[config.mk]
export PLATFORM = sky130hd
export DESIGN_NAME = tail_biting_conv_encoder_flat
export DESIGN_NICKNAME = d
export VERILOG_FILES = /design/src/rtl/tail_biting_conv_encoder_if.sv /design/src/rtl/tail_biting_conv_encoder.sv /design/src/flat_wrapper.sv
export SDC_FILE = /design/constraint.sdc
export NUM_CORES = 1
export LEC_CHECK = 0
export CORE_AREA = 2 2 188 190
export CTS_CLUSTER_SIZE = 28
export DETAILED_ROUTE_END_ITERATION = 10
export DIE_AREA = 0 0 190 192
export GPL_TIMING_DRIVEN = 0
export SLEW_MARGIN = 5
export SYNTH_ARGS = -nofsm -noshare
export SYNTH_HDL_FRONTEND = slang
export SYNTH_SLANG_ARGS = --single-unit
[constraint.sdc]
create_clock -name clock -period 2.6 [get_ports clock]
set_input_delay 0.65 -clock clock [delete_from_list [all_inputs] [get_ports clock]]
set_output_delay 0.65 -clock clock [all_outputs]
set_load 0.005 [all_outputs]
[src/rtl/tail_biting_conv_encoder_if.sv]
// Bit-serial port bundle between the randomizer and the tail-biting encoder.
// The master is the upstream randomizer side; the slave is the encoder.
interface tail_biting_conv_encoder_if;
    logic Enable;
    logic DataIn;
    logic frame_start;
    logic DataOutX;
    logic DataOutY;
    logic out_valid;
    logic out_first;
    logic out_last;

    modport master (
        output Enable, DataIn, frame_start,
        input  DataOutX, DataOutY, out_valid, out_first, out_last
    );

    modport slave (
        input  Enable, DataIn, frame_start,
        output DataOutX, DataOutY, out_valid, out_first, out_last
    );
endinterface

[src/rtl/tail_biting_conv_encoder.sv]
// Rate-1/2 K=7 tail-biting convolutional encoder (G1=171 -> X, G2=133 -> Y).
// Input bits fill a ping-pong pair of blocks; each full block is encoded one pair per clock.
//   state | meaning
//   IDLE  | no full bank pending; a full bank loads the delay line and emits pair 0
//   RUN   | emitting pair k_q of bank esel_q from the running delay line
module tail_biting_conv_encoder #(
    parameter int BLOCK_BITS = 96
) (
    input  logic                        clock,
    input  logic                        reset,
    tail_biting_conv_encoder_if.slave   bus
);
    localparam int PW = $clog2(BLOCK_BITS);
    localparam logic [PW-1:0] LAST = PW'(BLOCK_BITS - 1);

    typedef enum logic {IDLE, RUN} state_t;

    state_t                state_q, state_d;
    logic [BLOCK_BITS-1:0] bank_q [2];
    logic [BLOCK_BITS-1:0] bank_d [2];
    logic [1:0]            full_q, full_d;
    logic                  fsel_q, fsel_d;
    logic [PW-1:0]         wptr_q, wptr_d;
    logic                  esel_q, esel_d;
    logic [PW-1:0]         k_q, k_d;
    logic [5:0]            dl_q, dl_d;
    logic                  x_q, x_d, y_q, y_d;
    logic                  valid_q, valid_d, first_q, first_d, last_q, last_d;

    logic                  fill_done;
    logic                  emit;
    logic                  u;
    logic [5:0]            src;

    // dl[0] is d1 (most recent); preload takes the last six bits of the block.
    function automatic logic [5:0] preload(input logic [BLOCK_BITS-1:0] b);
        logic [5:0] p;
        for (int i = 0; i < 6; i++) p[i] = b[BLOCK_BITS-1-i];
        return p;
    endfunction

    always_ff @(posedge clock) begin
        if (reset) begin
            state_q   <= IDLE;
            bank_q[0] <= '0;
            bank_q[1] <= '0;
            full_q    <= '0;
            fsel_q    <= 1'b0;
            wptr_q    <= '0;
            esel_q    <= 1'b0;
            k_q       <= '0;
            dl_q      <= '0;
            x_q       <= 1'b0;
            y_q       <= 1'b0;
            valid_q   <= 1'b0;
            first_q   <= 1'b0;
            last_q    <= 1'b0;
        end else begin
            state_q   <= state_d;
            bank_q    <= bank_d;
            full_q    <= full_d;
            fsel_q    <= fsel_d;
            wptr_q    <= wptr_d;
            esel_q    <= esel_d;
            k_q       <= k_d;
            dl_q      <= dl_d;
            x_q       <= x_d;
            y_q       <= y_d;
            valid_q   <= valid_d;
            first_q   <= first_d;
            last_q    <= last_d;
        end
    end

    // Fill path; frame_start takes priority over completing the bank.
    always_comb begin
        bank_d    = bank_q;
        fsel_d    = fsel_q;
        wptr_d    = wptr_q;
        fill_done = 1'b0;
        if (bus.Enable) begin
            if (bus.frame_start) begin
                bank_d[fsel_q][0] = bus.DataIn;
                wptr_d            = PW'(1);
            end else begin
                bank_d[fsel_q][wptr_q] = bus.DataIn;
                if (wptr_q == LAST) begin
                    fill_done = 1'b1;
                    fsel_d    = ~fsel_q;
                    wptr_d    = '0;
                end else begin
                    wptr_d = wptr_q + 1'b1;
                end
            end
        end
    end

    always_comb begin
        state_d = state_q;
        case (state_q)
            IDLE:    if (full_q[esel_q]) state_d = RUN;
            RUN:     if (k_q == LAST && !full_q[~esel_q]) state_d = IDLE;
            default: state_d = IDLE;
        endcase
    end

    // k_q is zero in IDLE, so the same index serves the load cycle and RUN.
    always_comb begin
        full_d  = full_q;
        esel_d  = esel_q;
        k_d     = k_q;
        dl_d    = dl_q;
        x_d     = 1'b0;
        y_d     = 1'b0;
        valid_d = 1'b0;
        first_d = 1'b0;
        last_d  = 1'b0;
        if (fill_done) full_d[fsel_q] = 1'b1;
        src  = (state_q == IDLE) ? preload(bank_q[esel_q]) : dl_q;
        u    = bank_q[esel_q][k_q];
        emit = (state_q == RUN) || full_q[esel_q];
        if (emit) begin
            x_d     = u ^ src[0] ^ src[1] ^ src[2] ^ src[5];
            y_d     = u ^ src[1] ^ src[2] ^ src[4] ^ src[5];
            valid_d = 1'b1;
            first_d = (k_q == '0);
            last_d  = (k_q == LAST);
            dl_d    = {src[4:0], u};
            if (k_q == LAST) begin
                // Preload the other bank now so a pending block starts with no bubble.
                full_d[esel_q] = 1'b0;
                esel_d         = ~esel_q;
                k_d            = '0;
                dl_d           = preload(bank_q[~esel_q]);
            end else begin
                k_d = k_q + 1'b1;
            end
        end
    end

    assign bus.DataOutX  = x_q;
    assign bus.DataOutY  = y_q;
    assign bus.out_valid = valid_q;
    assign bus.out_first = first_q;
    assign bus.out_last  = last_q;
endmodule

[src/flat_wrapper.sv]
// flat-port wrapper written by rule: the top's interface ports become plain ports
module tail_biting_conv_encoder_flat 
#(
    parameter int BLOCK_BITS = 96
)
  (clock, reset, bus_Enable, bus_DataIn, bus_frame_start, bus_DataOutX, bus_DataOutY, bus_out_valid, bus_out_first, bus_out_last);
  tail_biting_conv_encoder_if bus_i ();
  input  logic clock;
  input  logic reset;
  input wire logic [$bits(bus_i.Enable)-1:0] bus_Enable;
  input wire logic [$bits(bus_i.DataIn)-1:0] bus_DataIn;
  input wire logic [$bits(bus_i.frame_start)-1:0] bus_frame_start;
  output wire logic [$bits(bus_i.DataOutX)-1:0] bus_DataOutX;
  output wire logic [$bits(bus_i.DataOutY)-1:0] bus_DataOutY;
  output wire logic [$bits(bus_i.out_valid)-1:0] bus_out_valid;
  output wire logic [$bits(bus_i.out_first)-1:0] bus_out_first;
  output wire logic [$bits(bus_i.out_last)-1:0] bus_out_last;
  assign bus_i.Enable = bus_Enable;
  assign bus_i.DataIn = bus_DataIn;
  assign bus_i.frame_start = bus_frame_start;
  assign bus_DataOutX = bus_i.DataOutX;
  assign bus_DataOutY = bus_i.DataOutY;
  assign bus_out_valid = bus_i.out_valid;
  assign bus_out_first = bus_i.out_first;
  assign bus_out_last = bus_i.out_last;
  tail_biting_conv_encoder #(.BLOCK_BITS(BLOCK_BITS)) u_core (.clock(clock), .reset(reset), .bus(bus_i));
endmodule
==> results of run 1 <==
==> metal layers <==
layer / track usage, % / vias to the layer above
li1: - / 4224
met1: 27.2 / 4521
met2: 33.1 / 526
met3: 4.77 / 133
met4: 9.45 / 0
met5: 0 / -
==> registers in the layout, summed over array words and instances, names as in the netlist <==
name	flops
u_core.full_q	2
u_core.bus.DataOutX	1
u_core.bank_q	192
u_core.bus.out_last	1
u_core.bus.DataOutY	1
u_core.dl_q	6
u_core.state_q	1
u_core.bus.out_first	1
u_core.k_q	7
u_core.wptr_q	7
u_core.fsel_q	1
u_core.esel_q	1
u_core.bus.out_valid	1
==> metrics by stage <==
stage	cell area (um^2)	total power, uW
final	12000	7000
after global routing	12000	7160
after global placement	10800	3630
after detailed placement	10800	3630
after CTS	11800	6990
after floorplan	10200	3570
==> what timing repair did <==
action,4_1_cts,5_1_grt
buffers inserted,2,7
hold buffers,0,0
pin swaps,5,8
gates resized for setup,58,65
setup endpoints to repair,177,164
==> final cells by class <==
| class | count | area (um^2) | area share [%] |
|---|---|---|---|
| plain buffers | 125 | 666 | 5.56 |
| clock buffers | 38 | 744 | 6.22 |
| clock inverters | 7 | 43.8 | 0.366 |
| inverters | 10 | 38.8 | 0.324 |
| multi-input cells | 733 | 5300 | 44.3 |
| flip-flops and latches | 222 | 4450 | 37.2 |
| well taps | 455 | 569 | 4.76 |
| repair buffers | 16 | 154 | 1.29 |
==> final timing paths <==
| kind | start | to | slack, ns | depth (start not counted) |
|---|---|---|---|---|
| min | u_core.dl_q[3] | u_core.dl_q[3] | 0.49 | 2 |
| min reg2reg | u_core.dl_q[3] | u_core.dl_q[3] | 0.49 | 2 |
| max | u_core.k_q[0] | u_core.dl_q[0] | -0.17 | 10 |
| max reg2reg | u_core.k_q[0] | u_core.dl_q[0] | -0.17 | 10 |
==> critical path: stages (launching register included) <==
cell and delay (ns):
sky130_fd_sc_hd__dfxtp_2 0.35, sky130_fd_sc_hd__buf_8 0.15, sky130_fd_sc_hd__buf_6 0.22, sky130_fd_sc_hd__buf_8 0.21
sky130_fd_sc_hd__mux4_2 0.54, sky130_fd_sc_hd__mux2i_2 0.19, sky130_fd_sc_hd__o221ai_1 0.18, sky130_fd_sc_hd__a21oi_2 0.22
sky130_fd_sc_hd__o31a_1 0.30, sky130_fd_sc_hd__nor3_2 0.07, sky130_fd_sc_hd__o221a_1 0.20
==> cells in the final DEF (no fill, tap or decap), types with 6 or more instances in the layout <==
cell type and count:
sky130_fd_sc_hd__inv_1 9, sky130_fd_sc_hd__a211oi_1 197, sky130_fd_sc_hd__or3_1 7, sky130_fd_sc_hd__mux2i_1 21, sky130_fd_sc_hd__nand2_1 33, sky130_fd_sc_hd__nor2_1 75
sky130_fd_sc_hd__clkbuf_4 13, sky130_fd_sc_hd__dfxtp_1 220, sky130_fd_sc_hd__nor3_1 9, sky130_fd_sc_hd__nand2b_1 8, sky130_fd_sc_hd__clkbuf_16 25, sky130_fd_sc_hd__mux4_2 47
sky130_fd_sc_hd__clkdlybuf4s50_1 7, sky130_fd_sc_hd__clkbuf_2 17, sky130_fd_sc_hd__xnor2_1 6, sky130_fd_sc_hd__clkbuf_1 78, sky130_fd_sc_hd__o21ai_0 18, sky130_fd_sc_hd__buf_2 11
sky130_fd_sc_hd__nor2b_1 9, sky130_fd_sc_hd__buf_4 10, sky130_fd_sc_hd__nand3_1 15, sky130_fd_sc_hd__a21oi_1 213, sky130_fd_sc_hd__clkbuf_8 7
==> where the power goes <==
group          internal [uW]  switching (uW)  total [uW]
combinational           36.8             128         164
sequential              3400            2.59        3410
clock                   1970            1470        3430
total                   5410            1600        7000
==> cells by family (layout without fill, tap and decap cells) <==
logic type                 after synthesis  in the layout
AOI/OAI and AO/OA                      464            464
DFF                                    222            222
and+or+nand+nor                        190            190
buffers and inverters                  136            196
muxes                                   69             69
xor gates and xnor gates                 7              7
adders and majority gates                3              3
==> results.py, run 1 <==
metrics = {
    "timing": {
        "timing.setup.tns_ns": -0.352,
        "final.setup.worst_slack_ns": -0.168,
        "finalMaxSlewViolations": 0,
        "final.min_clock_period_ns": 2.77,
        "highest_clock_frequency_the_design_can_meet_mhz": 361,
        "setup_violations": 3,
        "maxSlewHeadroom_pct": 36.9,
        "unrepaired_setup_endpoints_after_global_routing": "true",
        "final_min_period_over_clock_period_pct": 106,
        "worst_pin_slew_ns": 0.938,
        "worst_clock_skew_ns": 0.0216,
        "fin_worst_hold_slack_ns": 0.486,
        "final_hold_viol_count": 0,
    },
    "power_and_ir_drop": {
        "power.density_cell_area_mw_per_mm2": 585,
        "p_leak_uw": 0.00358,
        "vdd.ir_drop.worst_mv": 0.327,
    },
    "min_path": {
        "worst_hold_path_type": "register to register",
    },
    "yosys": {
        "synth-compound-area-share_pct": 28.7,
        "syn_inst": 1091,
        "synth_flop_cell": "sky130_fd_sc_hd__dfxtp_1",
        "synth.ff_latch_count": 222,
        "post_synth_mux_area_share_pct": 12.5,
        "synth-xor-area-share_pct": 0.602,
        "synth_area_mm2": 0.0102,
        "yosys.cell_types.count": 50,
        "synth_fa_ha_area_share_pct": 0.368,
        "netlist_top_cells_area": "sky130_fd_sc_hd__dfxtp_1 (44%), sky130_fd_sc_hd__a211oi_1 (15%), sky130_fd_sc_hd__a21oi_1 (11%)",
        "seq_area_frac_synth_pct": 43.6,
        "synth_top_cell_area_share_pct": 43.6,
        "synth.net_count": 1099,
        "synth_top_family_by_area": "compound AO/OA/AOI/OAI gates",
        "post_synth_top_cells": "sky130_fd_sc_hd__dfxtp_1 (222), sky130_fd_sc_hd__a21oi_1 (214), sky130_fd_sc_hd__a211oi_1 (198)",
        "synth_largest_area_cell": "sky130_fd_sc_hd__dfxtp_1",
        "synth_area_per_cell_um2": 9.34,
        "synth-edff-count": 0,
        "synthSimpleGateAreaFrac_pct": 8.70,
        "ys_async_sr_fraction_pct": 0,
        "yosys_warnings": 0,
        "synth.most_common_cell": "sky130_fd_sc_hd__dfxtp_1",
    },
    "floorplanning": {
        "design.portCount": 10,
        "start_util_pct": 29.7,
        "fp.dieH_um": 192,
        "die_w_um": 190,
        "fp.dieArea_mm2": 0.0365,
        "floorplan.rows": 68,
        "core_area_mm2": 0.0343,
    },
    "clocking": {
        "cts_tree": "built",
        "ctsLongestPathBuffers": 3,
        "cts_sinks": 222,
        "h_tree_depth_reported_by_cts": 1,
        "cts-root-buf": "sky130_fd_sc_hd__clkbuf_16",
        "clock_latency_reported_for_the_late_side_of_the_worst_skew_pair_ns": 0.55,
        "cts_inserted_buffers": 25,
        "clk_pin_slew_ns": 0.06,
    },
    "layout": {
        "stdcell_count": 1606,
        "nFillCells": 3506,
        "proportion_of_layout_cells_with_a_drive_suffix_above_1_pct": 15.3,
        "layout.nets": 1141,
        "antenna_cells": 0,
        "layout-area-overhead-vs-synth_pct": 17.4,
        "finish.utilization_pct": 34.9,
    },
    "drt": {
        "vias_per_cell": 5.86,
        "drc_violation_count_after_routing": 0,
        "drt-initial-drc-count": 1228,
        "first_pass_iters": 6,
        "wirelength_mm": 38.8,
        "drt.antenna.violating_nets": 0,
        "dr_wl_met2_mm": 17.3,
        "vias": 9404,
        "route.layer.met1.wl_mm": 15.7,
        "highest-signal-layer": "met4",
        "wire_per_inst_um": 24.1,
        "met3WireLength_mm": 3.79,
    },
    "grt": {
        "antenna_found_initial": 0,
        "grt_overflow": 0,
        "groute.usage.overall_pct": 20.9,
        "vias_in_the_first_global_route": 8915,
        "global_route_wire_length_before_repair_mm": 56.9,
        "largest_net_degree_at_the_start_of_global_routing": 13,
    },
    "placement": {
        "gp_routability_congestion": 0.916,
        "placed_cells_incl_taps": 1553,
        "detailedPlacementHpwl_mm": 25.1,
        "numPortBuffers": 7,
        "dp_worst_setup_slack_ns": -1.07,
    },
    "flow_run": {
        "timing.max_cap.violations": 0,
    },
    "worst_setup_path": {
        "crit_path_start_kind": "register",
        "timing.critical_path.required_ns": 3.02,
        "maximum_fanout_count_along_the_critical_path": 10,
        "worst_setup_path_end_kind": "register",
        "worst-endpoint-arrival_ns": 3.19,
        "path_class": "register to register",
    },
    "run_status": {
        "status": "finished, violations left",
        "violations": "setup timing",
    },
}
(Power assumes the default switching activity.)
==> run 2: changes to the inputs <==
Settings changed: CORE_AREA 2 2 188 190 to 2 2 137 139, DIE_AREA 0 0 190 192 to 0 0 139 141, PLACE_DENSITY set to 0.75, RECOVER_POWER set to 50.
==> run 2 against run 1 <==
  * The run ends with DRC, setup timing left
  * Largest power group is now sequential cells
  * Worst setup slack improved by 0.0075 ns
  * Utilization increased by 29 points
  * Largest cell class unchanged
  * Sequential power about the same
  * Clock skew decreased by 0.0086 ns
  * Flip-flop and latch count unchanged
  * Final area decreased by 3.0%
  * Wire length decreased by 5.1%
  * Sequential share of layout area increased by 1.1 points
==> results.py, run 2 (same netlist as run 1, synthesis figures left out) <==
metrics = {
    "run_status": {
        "status": "finished, violations left",
        "violations": "DRC, setup timing",
    },
    "grt": {
        "largest_net_degree_at_the_start_of_global_routing": 14,
        "vias_in_the_first_global_route": 9270,
        "groute.usage.overall_pct": 36.9,
        "grt_overflow": 0,
        "grt_use_met1_pct": 49.3,
        "antenna_found_initial": 0,
        "global_route_wire_length_before_repair_mm": 55.2,
        "use_met2_pct": 55.2,
        "globalRoute.busiestLayer": "met2",
        "grt_util_met3_pct": 8.56,
    },
    "floorplanning": {
        "fp.dieH_um": 141,
        "fp.dieArea_mm2": 0.0196,
        "start_util_pct": 55.8,
        "die_w_um": 139,
        "floorplan.rows": 50,
        "design.portCount": 10,
        "core_area_mm2": 0.0183,
    },
    "layout": {
        "antenna_cells": 0,
        "nFillCells": 1566,
        "most_frequent_cells_in_the_layout": "sky130_fd_sc_hd__dfxtp_1 (220), sky130_fd_sc_hd__a21oi_1 (212), sky130_fd_sc_hd__a211oi_1 (196)",
        "largest-register": "u_core.bank_q",
        "layout.cells.most_common": "sky130_fd_sc_hd__dfxtp_1",
        "final_design_area_no_fill_mm2": 0.0116,
        "layout.nets": 1135,
        "layout-area-overhead-vs-synth_pct": 13.9,
        "largest_register_ffs": 192,
        "finish.utilization_pct": 63.5,
        "proportion_of_layout_cells_with_a_drive_suffix_above_1_pct": 14.9,
        "top_regs": "u_core.bank_q x192, u_core.k_q x7, u_core.wptr_q x7",
    },
    "clocking": {
        "clock_latency_reported_for_the_late_side_of_the_worst_skew_pair_ns": 0.52,
        "h_tree_depth_reported_by_cts": 1,
        "cts_sinks": 222,
        "cts_inserted_buffers": 23,
        "clk_pin_slew_ns": 0.06,
        "cts_tree": "built",
        "ctsLongestPathBuffers": 3,
        "cts-root-buf": "sky130_fd_sc_hd__clkbuf_16",
    },
    "power_and_ir_drop": {
        "power.density_cell_area_mw_per_mm2": 590,
        "comb_power_share_pct": 2.4,
        "total_net_switching_power_uw": 1500,
        "power_switching_share_pct": 21.9,
        "vdd.ir_drop.worst_mv": 0.514,
        "seq_power_share_pct": 49.7,
        "p_leak_uw": 0.00353,
        "total_power_after_layout_uw": 6850,
        "p_int_uw": 5350,
        "share_clk_of_total_power_pct": 47.9,
    },
    "placement": {
        "dpl_cell_area_mm2": 0.0106,
        "detailedPlacementHpwl_mm": 23.3,
        "gp_routability_congestion": 1.02,
        "numPortBuffers": 7,
    },
    "flow_run": {
        "timing.max_cap.violations": 0,
    },
    "worst_setup_path": {
        "timing.critical_path.required_ns": 3.01,
        "path_class": "register to register",
        "worst_setup_path_end_kind": "register",
        "maximum_fanout_count_along_the_critical_path": 10,
        "reg2reg_capture_point": "u_core.dl_q[0]",
        "timing.reg2reg.worst_path_depth": 10,
        "rr_startpoint": "u_core.k_q[0]",
        "timing.critical_path.from": "u_core.k_q[0]",
        "worst-endpoint-arrival_ns": 3.17,
        "timing.reg2reg.setup_slack_ns": -0.16,
        "crit_path_start_kind": "register",
    },
    "min_path": {
        "hp-start": "u_core.dl_q[3]",
        "end_of_the_worst_hold_path": "u_core.dl_q[3]",
        "worst_hold_path_type": "register to register",
        "timing.hold.worst_path_depth": 2,
    },
    "timing": {
        "unrepaired_setup_endpoints_after_global_routing": "true",
        "highest_clock_frequency_the_design_can_meet_mhz": 362,
        "timing.setup.tns_ns": -1.56,
        "final_hold_viol_count": 0,
        "final_min_period_over_clock_period_pct": 106,
        "final.min_clock_period_ns": 2.76,
        "maxSlewHeadroom_pct": 30.9,
        "setup_violations": 33,
        "finalMaxSlewViolations": 0,
        "final.setup.worst_slack_ns": -0.160,
        "worst_pin_slew_ns": 1.03,
        "worst_clock_skew_ns": 0.0130,
    },
    "drt": {
        "first_pass_iters": 9,
        "wirelength_mm": 36.8,
        "drt.antenna.violating_nets": 0,
        "drc_violation_count_after_routing": 1,
        "drt-initial-drc-count": 1414,
        "vias_per_cell": 7.11,
        "vias": 9769,
        "wire_per_inst_um": 26.8,
    },
}
==> run 2: changes by cell type in the layout (fill, tap and decap cells not counted), moves of 3 or more <==
cell / delta
sky130_fd_sc_hd__nor3_1: +3
sky130_fd_sc_hd__clkbuf_8: -4
sky130_fd_sc_hd__clkbuf_2: -3
sky130_fd_sc_hd__nor3_2: -3
sky130_fd_sc_hd__dlygate4sd3_1: +6
sky130_fd_sc_hd__nor2_2: +5
sky130_fd_sc_hd__clkbuf_4: +9
sky130_fd_sc_hd__clkbuf_1: +3
sky130_fd_sc_hd__clkdlybuf4s50_1: -6
sky130_fd_sc_hd__buf_6: -3
sky130_fd_sc_hd__buf_2: -7
sky130_fd_sc_hd__nor2_1: -6
==> run 2: worst max-delay path by stage <==
stage,depth (start not counted),endpoint,slack (ns)
after floorplan,8,u_core.dl_q[0],0.12
after global placement,8,u_core.bank_q[90],-0.89
after detailed placement,8,u_core.bank_q[91],-1.01
after CTS,9,u_core.dl_q[0],-0.19
after global routing,10,u_core.dl_q[0],-0.24
final,10,u_core.dl_q[0],-0.16
==> run 2: layer usage <==
layer / up-vias / routed length [um]
met5: - / 0
met2: 753 / 15700
met3: 198 / 4720
met1: 4618 / 14000
met4: 0 / 2380
li1: 4200 / -
==> run 2: layout make-up <==
| cell class | count | area (um^2) | area share, % |
|---|---|---|---|
| plain buffers | 125 | 678 | 5.84 |
| inverters | 10 | 38.8 | 0.334 |
| flip-flops and latches | 222 | 4450 | 38.3 |
| clock buffers | 34 | 647 | 5.57 |
| clock inverters | 4 | 70.1 | 0.604 |
| repair buffers | 12 | 108 | 0.927 |
| multi-input cells | 733 | 5330 | 45.9 |
| well taps | 234 | 293 | 2.52 |
==> run 2: power groups by stage <==
stage | clock (uW) | combinational (uW) | sequential, uW
final | 3280 | 162 | 3410
after global routing | 3380 | 170 | 3400
after CTS | 3240 | 149 | 3410
after detailed placement | 0 | 147 | 3480
after global placement | 0 | 145 | 3480
after floorplan | 0 | 92.3 | 3480
==> run 2: critical path: stages, from the launching register on <==
cell and delay, ns:
sky130_fd_sc_hd__dfxtp_2 0.36, sky130_fd_sc_hd__buf_8 0.16, sky130_fd_sc_hd__buf_12 0.16, sky130_fd_sc_hd__mux4_2 0.58
sky130_fd_sc_hd__and3_1 0.25, sky130_fd_sc_hd__a211oi_2 0.27, sky130_fd_sc_hd__o22ai_2 0.15, sky130_fd_sc_hd__nor4_4 0.27
sky130_fd_sc_hd__buf_4 0.18, sky130_fd_sc_hd__nor3_1 0.05, sky130_fd_sc_hd__o221a_1 0.21
==> run 2: metrics by stage <==
step	worst slack (ns)	hold WS [ns]	cells
floorplan	0.118	0.451	1091
global placement	-0.895	0.468	1332
detailed placement	-1.01	0.482	1332
CTS	-0.188	0.497	1373
global route	-0.242	0.535	1374
finish	-0.160	0.496	1374
==> run 2: repair_timing <==
item | in CTS | in global routing
setup buffers | 4 | 1
endpoints found under the hold margin | 0 | 0
hold buffers | 0 | 0
endpoints found under the setup margin | 175 | 169
pin swaps | 9 | 6
resized for setup | 60 | 90
